$ cat config.mk
export PLATFORM = sky130hd
export DESIGN_NAME = uart_text_loader
export DESIGN_NICKNAME = d
export VERILOG_FILES = /design/src/rtl/uart_text_loader.sv
export SDC_FILE = /design/constraint.sdc
export NUM_CORES = 1
export LEC_CHECK = 0
export CORE_ASPECT_RATIO = 0.5
export CORE_MARGIN = 1
export CORE_UTILIZATION = 62
export DETAILED_ROUTE_END_ITERATION = 7
export PLACE_DENSITY = 0.89
export SYNTH_ARGS = -nofsm -noshare
export SYNTH_HDL_FRONTEND = slang
export SYNTH_SLANG_ARGS = --single-unit
$ cat constraint.sdc
create_clock -name clk -period 9.26 [get_ports clk]
set_clock_uncertainty 0.1 [all_clocks]
set_input_delay 2.778 -clock clk [delete_from_list [all_inputs] [get_ports clk]]
set_output_delay 2.778 -clock clk [all_outputs]
set_load 0.02 [all_outputs]
$ cat src/rtl/uart_text_loader.sv
// uart_text_loader: parses a framed program image from the UART byte stream
// (sync, word count, little-endian payload, XOR checksum) into text memory.
`default_nettype none

module uart_text_loader #(
  parameter int WIDTH   = 32,
  parameter int ADDR_W  = 8,
  parameter int TIMEOUT = 5_000_000
) (
  input  logic              clk,
  input  logic              rst,
  input  logic [7:0]        rx_data,
  input  logic              rx_done,
  output logic              we,
  output logic [ADDR_W-1:0] waddr,
  output logic [WIDTH-1:0]  wdata,
  output logic              cpu_hold,
  output logic              load_done,
  output logic              load_err
);

  localparam logic [7:0] SYNC_BYTE = 8'hA5;
  localparam int         TW        = $clog2(TIMEOUT + 1);
  localparam logic [TW-1:0] TO_LAST = TW'(TIMEOUT - 1);
  localparam logic [16:0]   MAX_LEN = 17'(1) << ADDR_W;

  typedef enum logic [2:0] {
    S_IDLE,
    S_LEN_LO,
    S_LEN_HI,
    S_DATA,
    S_CHK,
    S_DONE,
    S_ERR
  } state_t;

  state_t            state, state_next;
  logic [7:0]        len_lo;
  logic [15:0]       len;
  logic [ADDR_W:0]   idx;
  logic [ADDR_W:0]   idx_inc;
  logic [1:0]        lane;
  logic [7:0]        acc;
  logic [23:0]       partial;
  logic [TW-1:0]     timer;

  logic busy, start, do_write, set_done, set_err, hold_next;

  assign idx_inc = idx + {{ADDR_W{1'b0}}, 1'b1};

  always_comb begin
    state_next = state;
    start      = 1'b0;
    do_write   = 1'b0;
    set_done   = 1'b0;
    set_err    = 1'b0;
    busy       = (state == S_LEN_LO) || (state == S_LEN_HI) ||
                 (state == S_DATA)   || (state == S_CHK);

    case (state)
      S_IDLE, S_DONE, S_ERR: begin
        if (rx_done && rx_data == SYNC_BYTE) begin
          state_next = S_LEN_LO;
          start      = 1'b1;
        end
      end
      S_LEN_LO: begin
        if (rx_done) state_next = S_LEN_HI;
      end
      S_LEN_HI: begin
        if (rx_done) begin
          if ({1'b0, rx_data, len_lo} > MAX_LEN) begin
            state_next = S_ERR;
            set_err    = 1'b1;
          end else if ({rx_data, len_lo} == 16'd0) begin
            state_next = S_CHK;
          end else begin
            state_next = S_DATA;
          end
        end
      end
      S_DATA: begin
        if (rx_done && lane == 2'd3) begin
          do_write = 1'b1;
          if (16'(idx_inc) == len) state_next = S_CHK;
        end
      end
      S_CHK: begin
        if (rx_done) begin
          if (rx_data == acc) begin
            state_next = S_DONE;
            set_done   = 1'b1;
          end else begin
            state_next = S_ERR;
            set_err    = 1'b1;
          end
        end
      end
      default: state_next = S_IDLE;
    endcase

    // An arriving byte on the expiry cycle takes priority over the timeout.
    if (busy && !rx_done && timer == TO_LAST) begin
      state_next = S_ERR;
      set_err    = 1'b1;
    end
  end

  assign hold_next = (state_next == S_LEN_LO) || (state_next == S_LEN_HI) ||
                     (state_next == S_DATA)   || (state_next == S_CHK);

  always_ff @(posedge clk or posedge rst) begin
    if (rst) begin
      state     <= S_IDLE;
      we        <= 1'b0;
      waddr     <= '0;
      wdata     <= '0;
      cpu_hold  <= 1'b0;
      load_done <= 1'b0;
      load_err  <= 1'b0;
      len_lo    <= '0;
      len       <= '0;
      idx       <= '0;
      lane      <= '0;
      acc       <= '0;
      partial   <= '0;
      timer     <= '0;
    end else begin
      state    <= state_next;
      cpu_hold <= hold_next;
      we       <= do_write;

      if (busy && !rx_done) timer <= timer + TW'(1);
      else                  timer <= '0;

      if (start) begin
        load_done <= 1'b0;
        load_err  <= 1'b0;
        idx       <= '0;
        lane      <= '0;
        acc       <= '0;
      end
      if (set_done) load_done <= 1'b1;
      if (set_err)  load_err  <= 1'b1;

      if (state == S_LEN_LO && rx_done) len_lo <= rx_data;
      if (state == S_LEN_HI && rx_done) len    <= {rx_data, len_lo};

      if (state == S_DATA && rx_done) begin
        acc  <= acc ^ rx_data;
        lane <= lane + 2'd1;
        case (lane)
          2'd0: partial[7:0]   <= rx_data;
          2'd1: partial[15:8]  <= rx_data;
          2'd2: partial[23:16] <= rx_data;
          default: begin
            waddr <= idx[ADDR_W-1:0];
            wdata <= {rx_data, partial};
            idx   <= idx_inc;
          end
        endcase
      end
    end
  end

endmodule

`default_nettype wire

-- Word level (Yosys, flattened, before mapping)
Index checks and enable logic that the tools add are counted.
- flip-flop bits (word level): 137
- input bits: 11
- output and inout port bits: 44
- word-level logic and storage cells: 100
- add/sub/neg operators: 3
- $lt $le $gt $ge: 1
- equal/unequal tests: 17
- muxes and demuxes: 35
- bitwise gates (word level): 2
- reductions and logical operators: 26
- operators with widths (operator ; number):
    $mux 3 ; 9
    $mux 9 ; 3
    $add 23x1->23 const B ; 1
    $eq 23x23->1 const B ; 1
    $mux 23 ; 1
    $eq 9x16->1 ; 1
    $gt 16x9->1 const B ; 1
    $logic_not 16->1 ; 1
    $mux 8 ; 2
    $mux 1 ; 15
    $pmux 3 s5 ; 1
    $eq 3x2->1 const B ; 4
    $eq 3x3->1 const B ; 4
    $add 9x1->9 const B ; 1
    $eq 8x8->1 ; 1
    $eq 8x8->1 const B ; 1
    $reduce_and 2->1 ; 4
    $xor 8x8->8 ; 1
    $logic_and 1x1->1 ; 7
    $eq 3x1->1 const B ; 2
    $logic_or 1x1->1 ; 6
    $mux 2 ; 3
    $reduce_bool 2->1 ; 3
    $reduce_or 3->1 ; 2
    8 further kinds ; 9

-- Longest topological paths before layout
- depth after elaboration: 11
- gate-level depth with buffers: 8
- gate-level depth less buffers: 7

-- Least setup slack after synthesis
OpenSTA, ideal clock, no wires.
- kind: input to register
- start: input port rx_data[1]
- end: register cpu_hold
- setup time: 0.125 ns
- arrival: 4.141 ns
- data required time: 9.035 ns
- slack: 4.894 ns
- stages: 7
- buffers on the path: 1
- cells stage by stage: buf_2 nor4_2 and3_1 a211oi_1 nor4_2 a21o_1 nand3_1
- cells in the longest elaborated chain, start to end: 10
- elaborated cells on any way between the ends: 20
- those cells by class: 1 x order compare; 6 x eq/ne; 8 x mux; 5 x reduce/logical
- ends and longest elaborated chain (item ; line ; text):
    from (decl) ; 12 ; input logic [7:0] rx_data,
    branches (longest 4 deep; another with $gt 16x9->1) ; - ;
    $pmux 3 s5 (*) ; 60 ; case (state)
    $mux 3 (*) ; 103 ; if (busy && !rx_done && timer == TO_LAST) begin
    $eq 3x1->1 or $eq 3x2->1 (tied branches) ; 109 ; assign hold_next = (state_next == S_LEN_LO) || (state_next == S_LEN_HI) ||
    $logic_or 1x1->1 (2 in a row) ; 109 ;
    $logic_or 1x1->1 (*) ; 110 ; (state_next == S_DATA) || (state_next == S_CHK);
    net hold_next ; 47 ; logic busy, start, do_write, set_done, set_err, hold_next;
    to (signal assigned) ; 130 ; cpu_hold <= hold_next;
    to (decl) ; 17 ; output logic cpu_hold,
Mark *: on every way through the listed nets, which the timed path passes.
A chain may end at the register's enable or synchronous reset.

-- Worst setup path after layout
- start: input port rx_done
- end: register idx[2]
- cells in the longest elaborated chain, start to end: 6
- elaborated cells on any way between the ends: 7
- those cells by class: 5 x mux; 2 x reduce/logical
- ends and longest elaborated chain (item ; line ; text):
    from (decl) ; 13 ; input logic rx_done,
    $logic_and 1x1->1 ; 62 ; if (rx_done && rx_data == SYNC_BYTE) begin
    $mux 1 ; 62 ;
    $mux 1 ; 60 ;
    $mux 9 ; 136 ; if (start) begin
    $mux 9 ; 152 ; case (lane)
    $mux 9 (*) ; 149 ; if (state == S_DATA && rx_done) begin
    to (signal assigned) ; 159 ; idx <= idx_inc;
    to (decl) ; 40 ; logic [ADDR_W:0] idx;
Every way passes the cells marked *; elsewhere a longest branch is shown, timed or not.

==> flow_summary.json <==
{
  "r2r-start": "state[1]",
  "pin_count": 55,
  "die_w_um": 145,
  "drt_iter0_drc": 380,
  "p_sw_share_pct": 25.3,
  "cp_slowest_cell": "nand2_2",
  "wire_per_inst_um": 20.3,
  "clock_path_buffers": 2,
  "yosys.area.top_type": "dfrtp_1",
  "track_usage_pct": 30.1,
  "synth_area_mm2": 0.00635,
  "path_cells": "clkdlybuf4s50_1, inv_1, nor3_2, buf_4, nand2_2, and2_0, o21ai_0, o21ai_0",
  "cap_violations": 0,
  "start_util_pct": 65.4,
  "numPortBuffers": 54,
  "core-area_mm2": 0.00970,
  "holdPathStages": 1,
  "first_global_vias": 4680,
  "cp_max_fo": 52,
  "routabilityCongestion": 0.888,
  "layout_commonest_cell": "dfrtp_1",
  "async_reset_ff_share_pct": 100,
  "power_mw": 1.40,
  "dp.cells": 707,
  "yosys.cell_types.count": 57,
  "post_cts_resized": 0,
  "cp-start-kind": "input pin",
  "setup_viol": 0,
  "reg2reg_slack_ps": 6160,
  "drive_gt1_share_pct": 21.0,
  "grt_overflow": 0,
  "clock_latency_ps": 420,
  "dieArea_mm2": 0.0107,
  "numCtsBuffers": 17,
  "die_h_um": 73.5,
  "worst_pin_slew_ps": 1160,
  "dpl.hpwl_um": 9120,
  "crit_required_ps": 9440,
  "synth_area_leaders": "dfrtp_1 (54%), mux2_2 (15%), xor2_1 (3.2%), o21ai_0 (2.7%), nor2_1 (2.4%)",
  "drtAntennaViolNets": 0,
  "p_sw_mw": 0.353,
  "fillers": 563,
  "clk_pin_slew_ps": 60,
  "seqPwrFrac_pct": 47.0,
  "grt_max_degree": 74,
  "slew-limit-headroom_pct": 22.4,
  "hold_end": "partial[3]",
  "synth_edf_count": 0,
  "synthCells": 543,
  "vias": 4622,
  "antenna_found_initial": 0,
  "cp-end-kind": "flip-flop",
  "finalSetupTns_ps": 0,
  "seq_area_frac_synth_pct": 54.0,
  "fin_crit_ps": 5410,
  "leakagePower_nw": 3.45,
  "timing.fmax_mhz": 185,
  "cts_hold_buf": 0,
  "syn_avg_cell_area_um2": 11.7,
  "cts_tree": "yes",
  "final_max_slew_viol_count": 0,
  "yosys_most_used_dff": "dfrtp_1",
  "p_int_mw": 1.04,
  "pwr-share-comb_pct": 9.8,
  "rsz0062_at_grt": "false",
  "ys_warn_count": 0,
  "fin_cells": 735,
  "fin_util_pct": 76.7,
  "finalWirelength_um": 14900,
  "grt_pass1_wl_um": 23900,
  "antenna_cells": 0,
  "drt_pass1_iterations": 5,
  "cts_setup_buffers": 0,
  "final_cell_mix": "dfrtp_1 (137), mux2_2 (85), clkdlybuf4s50_1 (54), nor2_1 (41), nand2_1 (38)",
  "detail_route.vias_per_cell": 6.29,
  "drcViolationCount": 0,
  "nets": 609,
  "root_buffer": "clkbuf_16",
  "rr_endpoint": "idx[2]",
  "num_rows": 25,
  "critical_path_arrival_ps": 5590,
  "reg2reg_depth": 7,
  "ys_ff_latch": 137,
  "synthesis.nets": 561,
  "crit_path_max_incr_delay_ps": 680,
  "min-delay-start": "partial[3]",
  "clkPwrFrac_pct": 43.3,
  "cts.sinks": 137,
  "crit_top_cell": "o21ai_0",
  "finalHoldViolCount": 0,
  "outcome": "complete, no violations",
  "placedInstanceArea_mm2": 0.00693,
  "areaGrowthSynthToFinish_pct": 17.2,
  "min_period_over_period_pct": 58.4,
  "ir_worst_vdd_mv": 0.138,
  "hold_path.class": "flip-flop to flip-flop",
  "htreeDepth": 4,
  "fin_area_mm2": 0.00744,
  "synth_top_area_share_pct": 54.0,
  "crit_type": "input pin to flip-flop",
  "power_density_mw_per_mm2": 188
}
layer usage:
metal | routed length [um] | track usage [%]
met5 | 0 | 0
met4 | 439 | 16.4
met2 | 7230 | 50.6
met1 | 5960 | 36.0
met3 | 1290 | 9.07
sequential cells by signal, indices dropped and copies added (netlist names):
signal and count:
state 3, acc 8, lane 2, load_done 1, we 1, wdata 32
load_err 1, len 16, waddr 8, cpu_hold 1, idx 9, len_lo 8
partial 24, timer 23
synthesized netlist by cell type, types with 2 or more instances:
cell type    n
and3_1       9
and2_1       2
nor2_1      41
o21ai_0     34
nor3_1       8
buf_1        3
a21boi_0     2
dfrtp_1    137
nand4_1      9
a22o_1       2
buf_2       12
a21oi_1      8
ha_1         7
nor2b_1      8
xor2_1      23
nor4_1      10
clkbuf_1     8
and3b_1      2
or3_1        7
mux2_2      85
buf_6        4
nand2_1     39
o22ai_1      3
and4_1       3
nor4_2       2
o31ai_1      5
a21o_1       3
o41ai_1      2
nand3_1     17
inv_1        8
xnor2_1     14
power groups by stage:
stage	Combinational [mW]	Sequential, mW	Clock (mW)
after floorplan	0.104	0.653	0
after global placement	0.123	0.660	0
after detailed placement	0.128	0.663	0
after CTS	0.133	0.654	0.609
after global routing	0.145	0.659	0.633
final	0.136	0.656	0.605
final cells by class:
cell class	count	area [um2]	share of cell area, %
tap	135	169	2.27
multi-input combinational	369	2730	36.7
inverter	8	32.5	0.437
timing repair buffer	58	571	7.67
clock inverter	5	50.0	0.673
clock buffer	23	458	6.16
sequential	137	3430	46.1
stage by stage:
step,setup WS (ps),hold slack [ps]
detailed placement,3540,375
floorplan,2710,346
finish,3850,399
global placement,3720,370
CTS,3910,396
global route,3640,423
cell families (layout without fill, tap and decap cells):
logic type	Yosys count	count (layout)	synth area share, %
fa+ha+maj	8	8	1.54
xor+xnor	37	37	5.11
simple gates	170	170	14.0
mux	85	85	15.1
compound gates	69	69	7.12
flops	137	137	54.0
buf+inv	37	94	3.12
worst max path at each step:
stage,from,to,cells past startpoint
CTS,rx_done,idx[7],8
global route,rx_done,idx[7],8
global placement,rx_done,idx[8],8
floorplan,rst,acc[0],1
detailed placement,rx_done,idx[8],8
finish,rx_done,idx[2],8
worst max-delay path, delay by kind of cell:
family          cells  cell delay, ps
buf+inv             3             930
compound gates      2             440
simple gates        3            1430
(Power assumes the default switching activity.)
